[src/rtl/mem_bus_arbiter_if.sv]
// Bus bundle between the two requesters, the arbiter and the downstream mmu port.
// The arbiter uses the slave view; whatever drives requests and models mmu uses master.
interface mem_bus_arbiter_if #(
    parameter int MEM_W = 32
);
    localparam int BE_W = MEM_W / 8;

    logic             r0_req_i;
    logic [31:0]      r0_addr_i;
    logic             r0_we_i;
    logic [BE_W-1:0]  r0_be_i;
    logic [MEM_W-1:0] r0_wdata_i;
    logic             r0_gnt_o;
    logic             r0_rvalid_o;
    logic             r0_err_o;
    logic [MEM_W-1:0] r0_rdata_o;

    logic             r1_req_i;
    logic [31:0]      r1_addr_i;
    logic             r1_we_i;
    logic [BE_W-1:0]  r1_be_i;
    logic [MEM_W-1:0] r1_wdata_i;
    logic             r1_gnt_o;
    logic             r1_rvalid_o;
    logic             r1_err_o;
    logic [MEM_W-1:0] r1_rdata_o;

    logic             mem_req_o;
    logic [31:0]      mem_addr_o;
    logic             mem_we_o;
    logic [BE_W-1:0]  mem_be_o;
    logic [MEM_W-1:0] mem_wdata_o;
    logic             mem_rvalid_i;
    logic             mem_err_i;
    logic [MEM_W-1:0] mem_rdata_i;

    modport slave (
        input  r0_req_i, r0_addr_i, r0_we_i, r0_be_i, r0_wdata_i,
        output r0_gnt_o, r0_rvalid_o, r0_err_o, r0_rdata_o,
        input  r1_req_i, r1_addr_i, r1_we_i, r1_be_i, r1_wdata_i,
        output r1_gnt_o, r1_rvalid_o, r1_err_o, r1_rdata_o,
        output mem_req_o, mem_addr_o, mem_we_o, mem_be_o, mem_wdata_o,
        input  mem_rvalid_i, mem_err_i, mem_rdata_i
    );

    modport master (
        output r0_req_i, r0_addr_i, r0_we_i, r0_be_i, r0_wdata_i,
        input  r0_gnt_o, r0_rvalid_o, r0_err_o, r0_rdata_o,
        output r1_req_i, r1_addr_i, r1_we_i, r1_be_i, r1_wdata_i,
        input  r1_gnt_o, r1_rvalid_o, r1_err_o, r1_rdata_o,
        input  mem_req_o, mem_addr_o, mem_we_o, mem_be_o, mem_wdata_o,
        output mem_rvalid_i, mem_err_i, mem_rdata_i
    );
endinterface

[src/rtl/mem_bus_arbiter.sv]
// Round-robin arbiter sharing one mmu bus between the scalar core (port 0) and the
// vector unit (port 1); one transaction in flight, watchdog-protected completion.
module mem_bus_arbiter #(
    parameter int MEM_W   = 32,
    parameter int TIMEOUT = 256
) (
    input logic              clk,
    input logic              rst,
    mem_bus_arbiter_if.slave bus
);
    localparam int          BE_W      = MEM_W / 8;
    localparam logic [15:0] WDOG_LAST = 16'(TIMEOUT - 1);

    typedef enum logic {IDLE = 1'b0, BUSY = 1'b1} state_t;

    state_t           state_q, state_d;
    logic             owner_q, last_q, first_q;
    logic [15:0]      wdog_q;
    logic [31:0]      addr_q;
    logic             we_q;
    logic [BE_W-1:0]  be_q;
    logic [MEM_W-1:0] wdata_q;

    logic grant, win, rsp, timeout, err, rvalid, live;

    always_comb begin
        state_d = state_q;
        grant   = 1'b0;
        win     = 1'b0;
        rsp     = 1'b0;
        timeout = 1'b0;
        err     = 1'b0;
        rvalid  = 1'b0;
        case (state_q)
            IDLE: begin
                if (bus.r0_req_i || bus.r1_req_i) begin
                    grant   = 1'b1;
                    // On a tie the port that did not win last time goes first.
                    win     = (bus.r0_req_i && bus.r1_req_i) ? ~last_q : bus.r1_req_i;
                    state_d = BUSY;
                end
            end
            BUSY: begin
                rsp     = bus.mem_rvalid_i || bus.mem_err_i;
                timeout = !rsp && (wdog_q == WDOG_LAST);
                err     = bus.mem_err_i || timeout;
                rvalid  = bus.mem_rvalid_i && !bus.mem_err_i;
                if (rsp || timeout) state_d = IDLE;
            end
            default: state_d = IDLE;
        endcase
    end

    always_ff @(posedge clk) begin
        if (rst) begin
            state_q <= IDLE;
            owner_q <= 1'b0;
            last_q  <= 1'b1;
            first_q <= 1'b0;
            wdog_q  <= '0;
            addr_q  <= '0;
            we_q    <= 1'b0;
            be_q    <= '0;
            wdata_q <= '0;
        end else begin
            state_q <= state_d;
            if (grant) begin
                owner_q <= win;
                last_q  <= win;
                first_q <= 1'b1;
                wdog_q  <= '0;
                addr_q  <= win ? bus.r1_addr_i  : bus.r0_addr_i;
                we_q    <= win ? bus.r1_we_i    : bus.r0_we_i;
                be_q    <= win ? bus.r1_be_i    : bus.r0_be_i;
                wdata_q <= win ? bus.r1_wdata_i : bus.r0_wdata_i;
            end else if (state_q == BUSY) begin
                first_q <= 1'b0;
                if (!rsp) wdog_q <= wdog_q + 16'd1;
            end
        end
    end

    // Everything is silenced while reset is held, so an abandoned transaction never completes.
    assign live = !rst;

    assign bus.r0_gnt_o    = live && grant && !win;
    assign bus.r1_gnt_o    = live && grant &&  win;
    assign bus.r0_rvalid_o = live && rvalid && !owner_q;
    assign bus.r1_rvalid_o = live && rvalid &&  owner_q;
    assign bus.r0_err_o    = live && err && !owner_q;
    assign bus.r1_err_o    = live && err &&  owner_q;
    assign bus.r0_rdata_o  = (live && rvalid && !owner_q) ? bus.mem_rdata_i : '0;
    assign bus.r1_rdata_o  = (live && rvalid &&  owner_q) ? bus.mem_rdata_i : '0;

    assign bus.mem_req_o   = live && (state_q == BUSY) && first_q;
    assign bus.mem_addr_o  = live ? addr_q  : '0;
    assign bus.mem_we_o    = live && we_q;
    assign bus.mem_be_o    = live ? be_q    : '0;
    assign bus.mem_wdata_o = live ? wdata_q : '0;
endmodule
[src/flat_wrapper.sv]
// flat-port wrapper written by rule: the top's interface ports become plain ports
module mem_bus_arbiter_flat 
#(
    parameter int MEM_W   = 32,
    parameter int TIMEOUT = 256
)
  (clk, rst, bus_r0_req_i, bus_r0_addr_i, bus_r0_we_i, bus_r0_be_i, bus_r0_wdata_i, bus_r0_gnt_o, bus_r0_rvalid_o, bus_r0_err_o, bus_r0_rdata_o, bus_r1_req_i, bus_r1_addr_i, bus_r1_we_i, bus_r1_be_i, bus_r1_wdata_i, bus_r1_gnt_o, bus_r1_rvalid_o, bus_r1_err_o, bus_r1_rdata_o, bus_mem_req_o, bus_mem_addr_o, bus_mem_we_o, bus_mem_be_o, bus_mem_wdata_o, bus_mem_rvalid_i, bus_mem_err_i, bus_mem_rdata_i);
  mem_bus_arbiter_if #(.MEM_W(MEM_W)) bus_i ();
  input logic clk;
  input logic rst;
  input wire logic [$bits(bus_i.r0_req_i)-1:0] bus_r0_req_i;
  input wire logic [$bits(bus_i.r0_addr_i)-1:0] bus_r0_addr_i;
  input wire logic [$bits(bus_i.r0_we_i)-1:0] bus_r0_we_i;
  input wire logic [$bits(bus_i.r0_be_i)-1:0] bus_r0_be_i;
  input wire logic [$bits(bus_i.r0_wdata_i)-1:0] bus_r0_wdata_i;
  output wire logic [$bits(bus_i.r0_gnt_o)-1:0] bus_r0_gnt_o;
  output wire logic [$bits(bus_i.r0_rvalid_o)-1:0] bus_r0_rvalid_o;
  output wire logic [$bits(bus_i.r0_err_o)-1:0] bus_r0_err_o;
  output wire logic [$bits(bus_i.r0_rdata_o)-1:0] bus_r0_rdata_o;
  input wire logic [$bits(bus_i.r1_req_i)-1:0] bus_r1_req_i;
  input wire logic [$bits(bus_i.r1_addr_i)-1:0] bus_r1_addr_i;
  input wire logic [$bits(bus_i.r1_we_i)-1:0] bus_r1_we_i;
  input wire logic [$bits(bus_i.r1_be_i)-1:0] bus_r1_be_i;
  input wire logic [$bits(bus_i.r1_wdata_i)-1:0] bus_r1_wdata_i;
  output wire logic [$bits(bus_i.r1_gnt_o)-1:0] bus_r1_gnt_o;
  output wire logic [$bits(bus_i.r1_rvalid_o)-1:0] bus_r1_rvalid_o;
  output wire logic [$bits(bus_i.r1_err_o)-1:0] bus_r1_err_o;
  output wire logic [$bits(bus_i.r1_rdata_o)-1:0] bus_r1_rdata_o;
  output wire logic [$bits(bus_i.mem_req_o)-1:0] bus_mem_req_o;
  output wire logic [$bits(bus_i.mem_addr_o)-1:0] bus_mem_addr_o;
  output wire logic [$bits(bus_i.mem_we_o)-1:0] bus_mem_we_o;
  output wire logic [$bits(bus_i.mem_be_o)-1:0] bus_mem_be_o;
  output wire logic [$bits(bus_i.mem_wdata_o)-1:0] bus_mem_wdata_o;
  input wire logic [$bits(bus_i.mem_rvalid_i)-1:0] bus_mem_rvalid_i;
  input wire logic [$bits(bus_i.mem_err_i)-1:0] bus_mem_err_i;
  input wire logic [$bits(bus_i.mem_rdata_i)-1:0] bus_mem_rdata_i;
  assign bus_i.r0_req_i = bus_r0_req_i;
  assign bus_i.r0_addr_i = bus_r0_addr_i;
  assign bus_i.r0_we_i = bus_r0_we_i;
  assign bus_i.r0_be_i = bus_r0_be_i;
  assign bus_i.r0_wdata_i = bus_r0_wdata_i;
  assign bus_r0_gnt_o = bus_i.r0_gnt_o;
  assign bus_r0_rvalid_o = bus_i.r0_rvalid_o;
  assign bus_r0_err_o = bus_i.r0_err_o;
  assign bus_r0_rdata_o = bus_i.r0_rdata_o;
  assign bus_i.r1_req_i = bus_r1_req_i;
  assign bus_i.r1_addr_i = bus_r1_addr_i;
  assign bus_i.r1_we_i = bus_r1_we_i;
  assign bus_i.r1_be_i = bus_r1_be_i;
  assign bus_i.r1_wdata_i = bus_r1_wdata_i;
  assign bus_r1_gnt_o = bus_i.r1_gnt_o;
  assign bus_r1_rvalid_o = bus_i.r1_rvalid_o;
  assign bus_r1_err_o = bus_i.r1_err_o;
  assign bus_r1_rdata_o = bus_i.r1_rdata_o;
  assign bus_mem_req_o = bus_i.mem_req_o;
  assign bus_mem_addr_o = bus_i.mem_addr_o;
  assign bus_mem_we_o = bus_i.mem_we_o;
  assign bus_mem_be_o = bus_i.mem_be_o;
  assign bus_mem_wdata_o = bus_i.mem_wdata_o;
  assign bus_i.mem_rvalid_i = bus_mem_rvalid_i;
  assign bus_i.mem_err_i = bus_mem_err_i;
  assign bus_i.mem_rdata_i = bus_mem_rdata_i;
  mem_bus_arbiter #(.MEM_W(MEM_W), .TIMEOUT(TIMEOUT)) u_core (.clk(clk), .rst(rst), .bus(bus_i));
endmodule
[config.mk]
export PLATFORM = sky130hd
export DESIGN_NAME = mem_bus_arbiter_flat
export DESIGN_NICKNAME = d
export VERILOG_FILES = /design/src/rtl/mem_bus_arbiter_if.sv /design/src/rtl/mem_bus_arbiter.sv /design/src/flat_wrapper.sv
export SDC_FILE = /design/constraint.sdc
export NUM_CORES = 1
export LEC_CHECK = 0
export CAP_MARGIN = 25
export CORE_AREA = 2 2 123 125
export CTS_CLUSTER_DIAMETER = 120
export DETAILED_ROUTE_END_ITERATION = 7
export DIE_AREA = 0 0 125 127
export DONT_BUFFER_PORTS = 1
export RECOVER_POWER = 50
export SLEW_MARGIN = 20
export SYNTH_ARGS = -nofsm -noshare
export SYNTH_HDL_FRONTEND = slang
export SYNTH_SLANG_ARGS = --single-unit
export TNS_END_PERCENT = 20
[constraint.sdc]
create_clock -name clk -period 5 [get_ports clk]
set_input_delay 0.75 -clock clk [delete_from_list [all_inputs] [get_ports clk]]
set_output_delay 0.75 -clock clk [all_outputs]
set_load 0.02 [all_outputs]
# ---- After elaboration in Yosys (flattened, before gate mapping)
# Index checks and enable logic that the tools add are counted.
dict set report op_classes {
  bitwise_logic 3
  n_mux 21
  eq_ne 1
  n_addsub 1
  reduce_logical 27
}
# cell n
set op_table {}
lappend op_table {{$mux W32} 6}
lappend op_table {{$add A16 B1 Y16 const B} 1}
lappend op_table {{$eq A16 B8 Y1 const B} 1}
lappend op_table {{$logic_and A1 B1 Y1} 15}
lappend op_table {{$mux W1} 12}
lappend op_table {{$mux W4} 2}
lappend op_table {{$logic_not A1 Y1} 5}
lappend op_table {{$logic_or A1 B1 Y1} 4}
lappend op_table {{$not A1 Y1} 3}
lappend op_table {{$pmux W1 S2} 1}
lappend op_table {{$reduce_and A2 Y1} 1}
lappend op_table {{$reduce_bool A2 Y1} 1}
lappend op_table {{$reduce_or A2 Y1} 1}
dict set report word_totals {
  reg_bits 89
  inputBits 176
  out_inout_bits 140
}

# ---- Depth between registers and ports, before layout
# Gate-level depths: netlist (run 1).
dict set report logic_depth {
  depth_word 7
  depth_mapped 7
  ltp_nobuf 5
}

# ---- Worst setup path before layout (run 1)
# OpenSTA, ideal clock, no wires.
dict set report synth_path {
  kind {input to output}
  startpoint {input rst}
  endpoint {output bus_r0_rdata_o[22]}
  slack_ps 2189
  cell_stages 4
  arrival_ps 2061
  required_time_ps 4250
  path_cell_list {nor2b_1 -> nor4bb_1 -> clkbuf_1 -> and2_1}
}
dict set report synth_between {
  elab_chain_len 4
}
# item line_no
set synth_rtl {}
lappend synth_rtl {{from (decl)} flat_wrapper.sv:10} ;# input logic rst;
lappend synth_rtl {{$logic_not A1 Y1} mem_bus_arbiter.sv:84} ;# assign live = !rst;
lappend synth_rtl {{$logic_and A1 B1 Y1 (2 in series)} -}
lappend synth_rtl {{named net bus_r0_rvalid_o} flat_wrapper.sv:17} ;# output wire logic [$bits(bus_i.r0_rvalid_o)-1:0] bus_r0_rvalid_o;
lappend synth_rtl {{$mux W32} mem_bus_arbiter.sv:92} ;# assign bus.r0_rdata_o = (live && rvalid && !owner_q) ? bus.mem_rdata_i : '0;
lappend synth_rtl {{to (decl)} flat_wrapper.sv:19} ;# output wire logic [$bits(bus_i.r0_rdata_o)-1:0] bus_r0_rdata_o;
# The timed path passes the listed nets, and every way through them passes these cells.

# ---- Worst setup path after layout (run 1)
dict set report layout_path {
  startpoint {register u_core.wdog_q[11]}
  endpoint {output bus_r0_err_o}
}
dict set report layout_between {
  elab_chain_len 6
}
# item line_no
set layout_rtl {}
lappend layout_rtl {{from (decl)} mem_bus_arbiter.sv:18} ;# logic [15:0] wdog_q;
lappend layout_rtl {{from (signal assigned)} mem_bus_arbiter.sv:78} ;# if (!rsp) wdog_q <= wdog_q + 16'd1;
lappend layout_rtl {{$eq A16 B8 Y1} mem_bus_arbiter.sv:45} ;# timeout = !rsp && (wdog_q == WDOG_LAST);
lappend layout_rtl {{$logic_and A1 B1 Y1} mem_bus_arbiter.sv:45}
lappend layout_rtl {{$logic_or A1 B1 Y1} mem_bus_arbiter.sv:46} ;# err = bus.mem_err_i || timeout;
lappend layout_rtl {{$mux W1} mem_bus_arbiter.sv:34} ;# case (state_q)
lappend layout_rtl {{$logic_and A1 B1 Y1 (2 in series)} mem_bus_arbiter.sv:90} ;# assign bus.r0_err_o = live && err && !owner_q;
lappend layout_rtl {{to (decl)} flat_wrapper.sv:18} ;# output wire logic [$bits(bus_i.r0_err_o)-1:0] bus_r0_err_o;
# Every way passes these cells.

==> impl_metrics.toml, run 1 <==
[power_and_ir_drop]
vdd_drop_max_v = 0.000162
power.density_mw_per_mm2 = 346
p_leak_uw = 0.00182

[synth]
synthCells = 566
synthFlopType = "dfxtp_1"
ys_ff_latch = 89
syn-cell-area_sq_mm = 0.00465
ys_types = 35
syn_nets = 743
yosysMostFrequentCell = "dfxtp_1"
yosys.area.top_type = "dfxtp_1"
synth-edff-count = 0
synth_warnings = 0
syn_area_per_cell_sq_um = 8.22
synth_top_area_share_pct = 38.3
synthTopCellsByCount = "89 x dfxtp_1, 80 x nand2_1, 71 x nor2b_1, 71 x o21ai_0, 70 x mux2i_1"
ys_async_sr_fraction_pct = 0
synth.area.top_cells = "dfxtp_1 38%, mux2i_1 15%, nor2b_1 9.5%"
synth-seq-area-share_pct = 38.3

[finish]
drive_gt1_share_pct = 5.29
layout-area-overhead-vs-synth_pct = 9.97
nNetsFinal = 720
fillCellCount = 1500
stdcell_area_sq_mm = 0.00512

[die]
die_h_microns = 127
core-area_sq_mm = 0.0144
die-area_sq_mm = 0.0159
start_util_pct = 32.3
num_rows = 44
ios = 316
fp.dieW_microns = 125

[detailed_routing]
drtPass1Iterations = 5
routed_wl_microns = 12200
antenna_left = 0
vias_per_cell = 5.14
via_count = 3771
wl_per_cell_microns = 16.6
route.detailed.drc = 0
drtIter0Drc = 116

[critical_path]
max_stage_delay_ns = 0.61
critPathBufInv = 0
end_kind = "primary output"
crit_slowest_cell = "nor3b_1"
cp.required_ns = 4.25
crit_path_max_fanout = 6
worstSetupPathType = "reg -> out"
path_delay_family = "simple AND/OR/NAND/NOR gates"
crit_path_start_kind = "flip-flop"
crit_chain = "or4_1, nor4_1, a21oi_1, nor3b_1"
crit_arrival_ns = 2.38

[clocking]
ctsHoldBuffers = 0
htreeDepth = 3
path_clk_slew_ns = 0.07
insertion_delay_ns = 0.34
cts.sinks = 89
clockBufferDepth = 2
post-cts-setup-buffers = 0
cts_buffers = 9
post_cts_resized = 0
cts_tree = "yes"
clockRootBuffer = "clkbuf_16"

[grt]
met2_usage_pct = 26.3
grt.total_usage_pct = 14.6
top_usage_layer = "met2"
antenna_found_initial = 0
grt_first_pass_wirelength_microns = 18600
grt_pass1_vias = 3757
met1_usage_pct = 15.5
grt_use_met3_pct = 5.03
overflow = 0
grt_max_degree = 77

[sta]
final_period_minus_worst_setup_slack_ns = 3.13
worst_slew_pin_slew_ns = 2.24
fin_hold_ws_ns = 0.449
fmax_ghz = 0.319
setup_tns_ns = 0
setup_viol = 0
slew_headroom_pct = -49.4
hold_viol = 0
rsz0062_at_grt = "no"
skew_ns = 0.00815
period_share_pct = 62.7
maxSlewViolCount = 70

[job]
cap_violations = 1

[min_path]
min-delay-path-class = "reg -> reg"

[placement]
dp_hpwl_microns = 9070
numPortBuffers = 0
routabilityCongestion = 0.773
post_dp_cell_area_sq_mm = 0.00480

[status]
status = "complete, but fails checks"
violations = "max-capacitance violations, max-slew violations"
[layout by cell type (no fill, tap or decap), types with 2 or more instances in the layout]
cell | synthesis | routed
nor3_1 | 6 | 6
nand3_1 | 3 | 3
o21ai_0 | 71 | 71
buf_4 | 1 | 4
mux2i_1 | 70 | 70
dfxtp_1 | 89 | 89
a31o_2 | 2 | 2
a21oi_1 | 7 | 7
nor2_1 | 18 | 18
nor4_1 | 5 | 5
a21bo_2 | 2 | 2
nand4_1 | 4 | 4
or3_1 | 2 | 2
clkbuf_16 | 0 | 9
nor2b_1 | 71 | 71
inv_6 | 0 | 2
diode_2 | 0 | 2
nand2_1 | 80 | 80
inv_1 | 5 | 5
xor2_1 | 3 | 3
and2_1 | 65 | 65
nor3b_1 | 2 | 2
bufinv_16 | 0 | 2
nand2b_1 | 2 | 2
xnor2_1 | 7 | 7
[through the flow]
stage | worst slack, ns | std cells | utilization [%] | power (uW)
after floorplan | 2.19 | 566 | - | 1010
after global routing | 1.70 | 732 | 35.5 | 1850
after CTS | 1.85 | 732 | 35.5 | 1790
final | 1.87 | 734 | 35.5 | 1770
after detailed placement | 2.05 | 716 | 33.3 | 1040
after global placement | 2.11 | 715 | 33.2 | 1040
[worst min-delay path: stages, from the launching register on]
cell     delay (ns)
dfxtp_1        0.32
nand2_1        0.04
o21ai_0        0.05
[routing by layer]
metal | part of all wire, % | vias to the layer above
met1 | 39 | 1716
li1 | - | 1832
met5 | 0 | -
met2 | 51 | 206
met4 | 2.1 | 0
met3 | 7.9 | 17
[flip-flops by register name, summed over array words and instances (netlist names)]
| name | cells |
|---|---|
| u_core.addr_q | 32 |
| u_core.wdata_q | 32 |
| u_core.wdog_q | 16 |
| u_core.be_q | 4 |
| u_core.first_q | 1 |
| u_core.last_q | 1 |
| u_core.owner_q | 1 |
| u_core.state_q | 1 |
| u_core.we_q | 1 |
[cells by family after synthesis]
family	after synthesis	synth area share, %
xor gates and xnor gates	10	1.88
buffers and inverters	44	3.82
AOI/OAI and AO/OA	86	9.87
muxes	70	15.1
and+or+nand+nor	266	30.8
DFF	89	38.3
adders and majority gates	1	0.269
[path summary, 6_finish.rpt]
kind / start / to / depth (start not counted) / slack, ns
setup / recovery: u_core.wdog_q[11]$_SDFFE_PP0P_ / bus_r0_err_o / 4 / 1.87
hold / removal: u_core.addr_q[5]$_SDFFE_PP0P_ / u_core.addr_q[5]$_SDFFE_PP0P_ / 2 / 0.45
setup reg to reg: u_core.last_q$_SDFFE_PP1P_ / u_core.addr_q[7]$_SDFFE_PP0P_ / 5 / 1.99
hold reg to reg: u_core.addr_q[5]$_SDFFE_PP0P_ / u_core.addr_q[5]$_SDFFE_PP0P_ / 2 / 0.45
[where the power goes]
group	internal [uW]	switching, uW	total [uW]	leakage, uW
registers	766	28.2	794	0.000732
logic	91.6	146	237	0.000925
clock network	444	296	740	0.000158
[layout make-up]
type                       instances  area [sq um]  area share, %
clock buffer                       9           225           4.40
antenna                            2          5.00         0.0978
multi-input combinational        433          2720           53.2
inverter                           5          18.8          0.367
tap                              184           230           4.50
timing repair buffer               5          35.0          0.684
clock inverter                     7           101           1.98
sequential                        89          1780           34.8
No activity file was read; power rests on OpenSTA's default activity.
==> run 2, diff against run 1 <==
==> constraint.sdc (replaced) <==
create_clock -name clk -period 3.3 [get_ports clk]
set_input_delay 0.495 -clock clk [delete_from_list [all_inputs] [get_ports clk]]
set_output_delay 0.495 -clock clk [all_outputs]
set_load 0.02 [all_outputs]
==> run 2 against run 1 <==
  * The run now ends clean
  * Sequential share of layout area grew 0.11 points
  * Power grew 42%
  * Worst hold slack lost 0.23 ns
  * Via count grew 0.77%
  * Critical path depth is the same
  * Largest power group unchanged
==> impl_metrics.toml, run 2 (same netlist as run 1, synthesis figures left out) <==
[detailed_routing]
via_count = 3800
wl_per_cell_microns = 16.8
drtPass1Iterations = 4
drtIter0Drc = 163
antenna_left = 0
route.detailed.drc = 0
vias_per_cell = 5.14
routed_wl_microns = 12400

[finish]
layout_commonest_cell = "dfxtp_1"
stdcell_area_sq_mm = 0.00510
nNetsFinal = 723
largest_registers = "u_core.addr_q: 32 flops, u_core.wdata_q: 32 flops, u_core.wdog_q: 16 flops"
stdcell_count = 739
layout-area-overhead-vs-synth_pct = 9.62
final_cell_mix = "89 x dfxtp_1, 80 x nand2_1, 71 x nor2b_1, 71 x o21ai_0, 70 x mux2i_1"
drive_gt1_share_pct = 5.44
utilization_pct = 35.4

[die]
fp.dieW_microns = 125
num_rows = 44
die_h_microns = 127
die-area_sq_mm = 0.0159
start_util_pct = 32.3
core-area_sq_mm = 0.0144
ios = 316

[clocking]
insertion_delay_ns = 0.34
clockBufferDepth = 2
cts_buffers = 9
htreeDepth = 3
ctsHoldBuffers = 0
cts_tree = "yes"
path_clk_slew_ns = 0.06
post-cts-setup-buffers = 0
post_cts_resized = 0
clockRootBuffer = "clkbuf_16"
cts.sinks = 89

[placement]
post-place-cells = 718
post_dp_cell_area_sq_mm = 0.00481
dp_hpwl_microns = 9320
numPortBuffers = 0
routabilityCongestion = 0.810

[sta]
worst_slew_pin_slew_ns = 1.32
skew_ns = 0.00752
setup_viol = 0
hold_viol = 0
setup_tns_ns = 0
slew_headroom_pct = 12.1
final_period_minus_worst_setup_slack_ns = 2.76
fmax_ghz = 0.362
maxSlewViolCount = 0
rsz0062_at_grt = "no"
period_share_pct = 83.6

[critical_path]
crit_arrival_ns = 2.26
r2r_setup_slack_ns = 1.03
crit_path_max_fanout = 22
end_kind = "primary output"
worstSetupPathType = "reg -> out"
crit_path_start_kind = "flip-flop"
cp.required_ns = 2.80
r2r_cells = 5

[grt]
grt_pass1_vias = 3780
grt_first_pass_wirelength_microns = 18700
antenna_found_initial = 0
grt_max_degree = 77
grt.total_usage_pct = 14.8
overflow = 0

[status]
status = "finished, final reports clean"

[min_path]
min-delay-path-class = "in -> reg"
holdPathStages = 1

[power_and_ir_drop]
p_leak_uw = 0.00181
power.density_mw_per_mm2 = 495
vdd_drop_max_v = 0.000202

[job]
cap_violations = 0
## run 2: changes by cell type in the layout (fill, tap and decap cells not counted), sizes merged
cell	delta
buf	+2
bufinv	-2
clkbuf	+3
clkinv	+1
clkinvlp	+1
diode	+2
inv	-2
## run 2: critical path, cell delays in order, from the launching register on
cell and delay (ns):
dfxtp_1 0.51, nor2b_1 0.30, nor4bb_4 0.50, buf_4 0.33
and2_1 0.29
## run 2: stage by stage
stage	hold slack [ns]	worst slack (ns)	power, uW
after floorplan	0.415	0.999	1530
after global routing	0.211	0.285	2650
final	0.222	0.540	2520
after global placement	0.427	0.906	1570
after detailed placement	0.434	0.891	1580
after CTS	0.204	0.511	2560
## run 2: power breakdown
part           switching (uW)  internal [uW]  leakage [uW]
clock network             430            536      0.000134
registers                42.5           1160      0.000732
logic                     224            132      0.000939
## run 2: worst paths after layout
kind	from	to
min	rst	u_core.owner_q$_SDFFE_PP0P_
min reg2reg	u_core.first_q$_SDFFE_PP0P_	u_core.first_q$_SDFFE_PP0P_
max reg2reg	u_core.last_q$_SDFFE_PP1P_	u_core.addr_q[26]$_SDFFE_PP0P_
max	u_core.state_q$_SDFF_PP0_	bus_r0_rdata_o[9]
## run 2: layer usage
layer / global-route usage, % / up-vias / wire length, microns / share of wire, %
li1: - / 1838 / - / -
met1: 15.6 / 1744 / 4880 / 39
met2: 26.6 / 208 / 6320 / 51
met3: 5.28 / 10 / 1020 / 8.2
met4: 6.54 / 0 / 172 / 1.4
met5: 0 / - / 0 / 0
## run 2: cell type report
cell class / count / area (sq um)
timing repair buffer: 8 / 53.8
inverter: 5 / 18.8
sequential: 89 / 1780
fill: 1502 / 9320
antenna: 4 / 10.0
clock buffer: 11 / 243
tap: 184 / 230
multi-input combinational: 433 / 2730
clock inverter: 5 / 40.0
==> run 3, diff against run 2 <==
--- a/config.mk
+++ b/config.mk
@@ -5,11 +5,12 @@
 export SDC_FILE = /design/constraint.sdc
 export NUM_CORES = 1
 export LEC_CHECK = 0
+export ABC_AREA = 1
 export CAP_MARGIN = 25
-export CORE_AREA = 2 2 123 125
+export CORE_AREA = 2 2 124 126
 export CTS_CLUSTER_DIAMETER = 120
 export DETAILED_ROUTE_END_ITERATION = 7
-export DIE_AREA = 0 0 125 127
+export DIE_AREA = 0 0 126 128
 export DONT_BUFFER_PORTS = 1
 export RECOVER_POWER = 50
 export SLEW_MARGIN = 20
==> constraint.sdc (replaced) <==
create_clock -name clk -period 2.8 [get_ports clk]
set_input_delay 0.42 -clock clk [delete_from_list [all_inputs] [get_ports clk]]
set_output_delay 0.42 -clock clk [all_outputs]
set_load 0.02 [all_outputs]
==> run 3 against run 2 <==
  * Global-route usage up 2.4 points
  * Clock power up 27%
  * Worst hold slack worse by 0.017 ns
  * Synthesized cell count up 30%
  * The run now ends with max-capacitance violations, max-slew violations left
  * Clock skew down 0.0015 ns
  * Sequential share of layout area up 0.42 points
  * Critical endpoint is now bus_r0_rdata_o[30]
  * Largest power group unchanged
  * Critical path depth up 2
  * Wire length up 19%
  * First-iteration DRC count up 26%
  * Register-to-register slack worse by 0.60 ns
==> impl_metrics.toml, run 3 <==
[critical_path]
max_stage_delay_ns = 0.39
crit_chain = "inv_1, nor2_2, nand3_1, nor2_2, inv_2, nor2_1"
path_delay_family = "simple AND/OR/NAND/NOR gates"
crit_path_max_fanout = 32
cp.required_ns = 2.38
critPathMostFrequentCell = "nor2_2"
critPathBufInv = 2
end_kind = "primary output"
crit_path_start = "u_core.state_q$_SDFF_PP0_"
crit_arrival_ns = 2.04
crit_slowest_cell = "dfxtp_1"
timing.rr.start = "u_core.state_q$_SDFF_PP0_"
worstSetupPathType = "reg -> out"
crit_path_start_kind = "flip-flop"

[min_path]
min-delay-path-class = "in -> reg"
hold_start = "rst"

[clocking]
clockRootBuffer = "clkbuf_16"
cts_buffers = 9
insertion_delay_ns = 0.34
htreeDepth = 3
ctsHoldBuffers = 0
cts.sinks = 89
post_cts_resized = 0
cts_tree = "yes"
path_clk_slew_ns = 0.07
clockBufferDepth = 2
post-cts-setup-buffers = 0

[synth]
ys_async_sr_fraction_pct = 0
yosysMostFrequentCell = "nor2_1"
synth.area.top_cells = "dfxtp_1 38%, nor2_1 19%, inv_1 10%"
synthTopCellsByCount = "243 x nor2_1, 127 x inv_1, 89 x dfxtp_1"
ys_types = 25
yosys.area.top_type = "dfxtp_1"
synth_top_area_share_pct = 38.0
synth_warnings = 0
synthFlopType = "dfxtp_1"
syn-cell-area_sq_mm = 0.00469
ys_ff_latch = 89
synth-seq-area-share_pct = 38.0
syn_area_per_cell_sq_um = 6.38
synthCells = 736
syn_nets = 913
synth-edff-count = 0

[job]
cap_violations = 1

[grt]
grt_max_degree = 76
grt_first_pass_wirelength_microns = 21800
grt_pass1_vias = 4160
antenna_found_initial = 0
grt.total_usage_pct = 17.2
overflow = 0

[finish]
layout_commonest_cell = "nor2_1"
largest_registers = "u_core.addr_q: 32 flops, u_core.wdata_q: 32 flops, u_core.wdog_q: 16 flops"
layout-area-overhead-vs-synth_pct = 7.47
stdcell_count = 906
utilization_pct = 33.9
final_cell_mix = "244 x nor2_1, 128 x inv_1, 89 x dfxtp_1"
n_antenna_cell = 0
drive_gt1_share_pct = 5.29
nNetsFinal = 890

[detailed_routing]
antenna_left = 0
route.detailed.drc = 0
drtPass1Iterations = 4
via_count = 4535
routed_wl_microns = 14700
drtIter0Drc = 206
vias_per_cell = 5.01
wl_per_cell_microns = 16.2

[sta]
maxSlewViolCount = 36
final_period_minus_worst_setup_slack_ns = 2.46
setup_viol = 0
slew_headroom_pct = -10.1
rsz0062_at_grt = "no"
skew_ns = 0.00601
period_share_pct = 88.0
worst_slew_pin_slew_ns = 1.65
hold_viol = 0
fmax_ghz = 0.406
setup_tns_ns = 0

[die]
die_h_microns = 128
core-area_sq_mm = 0.0149
die-area_sq_mm = 0.0161
start_util_pct = 31.6
ios = 316
fp.dieW_microns = 126
num_rows = 45

[placement]
dp_hpwl_microns = 10900
routabilityCongestion = 0.788
numPortBuffers = 0
post-place-cells = 890

[power_and_ir_drop]
power.density_mw_per_mm2 = 623
vdd_drop_max_v = 0.000257
p_leak_uw = 0.00213

[status]
status = "complete, but fails checks"
violations = "max-capacitance violations, max-slew violations"
-- run 3: kinds of logic (layout without fill, tap and decap cells) --
logic type | count (synthesis) | after routing | synth area share (%)
and+or+nand+nor | 314 | 314 | 26.7
buffers and inverters | 176 | 158 | 16.3
AOI/OAI and AO/OA | 156 | 156 | 18.7
DFF | 89 | 89 | 38.0
adders and majority gates | 1 | 1 | 0.267
-- run 3: worst register-to-register path: stages, from the launching register on --
cell and delay [ns]:
dfxtp_1 0.39, inv_1 0.12, nand3_1 0.22, clkbuf_1 1.22, nor2_1 0.17, o22ai_1 0.18
-- run 3: metrics by stage --
stage          hold slack (ns)  area (sq um)  total power [uW]  worst slack (ns)
2_1_floorplan            0.435          4690              1860             0.792
3_3_place_gp             0.454          4760              1940             0.727
3_5_place_dp             0.457          4760              1950             0.706
4_1_cts                  0.183          5060              3190             0.324
5_1_grt                  0.179          5040              3310             0.131
6_report                 0.205          5040              3140             0.335
-- run 3: path summary, 6_finish.rpt --
path	cells after the start	slack [ns]	end
setup / recovery	6	0.34	bus_r0_rdata_o[30]
hold / removal	1	0.20	u_core.owner_q$_SDFFE_PP0P_
setup reg to reg	5	0.43	u_core.wdata_q[17]$_SDFFE_PP0P_
hold reg to reg	2	0.46	u_core.first_q$_SDFFE_PP0P_
-- run 3: layout make-up --
class / count / area, sq um
inverter: 132 / 495
timing repair buffer: 10 / 96.3
clock buffer: 10 / 239
tap: 188 / 235
sequential: 89 / 1780
multi-input combinational: 471 / 2130
clock inverter: 6 / 65.1
fill: 1674 / 9820
-- run 3: routing by layer --
metal	up-vias	global-route usage, %	part of all wire [%]
met1	2036	20.0	41
li1	2255	-	-
met2	229	30.7	49
met5	-	0	0
met4	0	5.17	1.5
met3	15	4.80	7.9
-- run 3: where the power goes --
| group | internal [uW] | total (uW) | leakage, uW | switching [uW] |
|---|---|---|---|---|
| sequential | 1370 | 1400 | 0.000733 | 27.3 |
| clock | 718 | 1230 | 0.000149 | 514 |
| combinational | 128 | 509 | 0.00125 | 381 |
| total | 2220 | 3140 | 0.00213 | 922 |
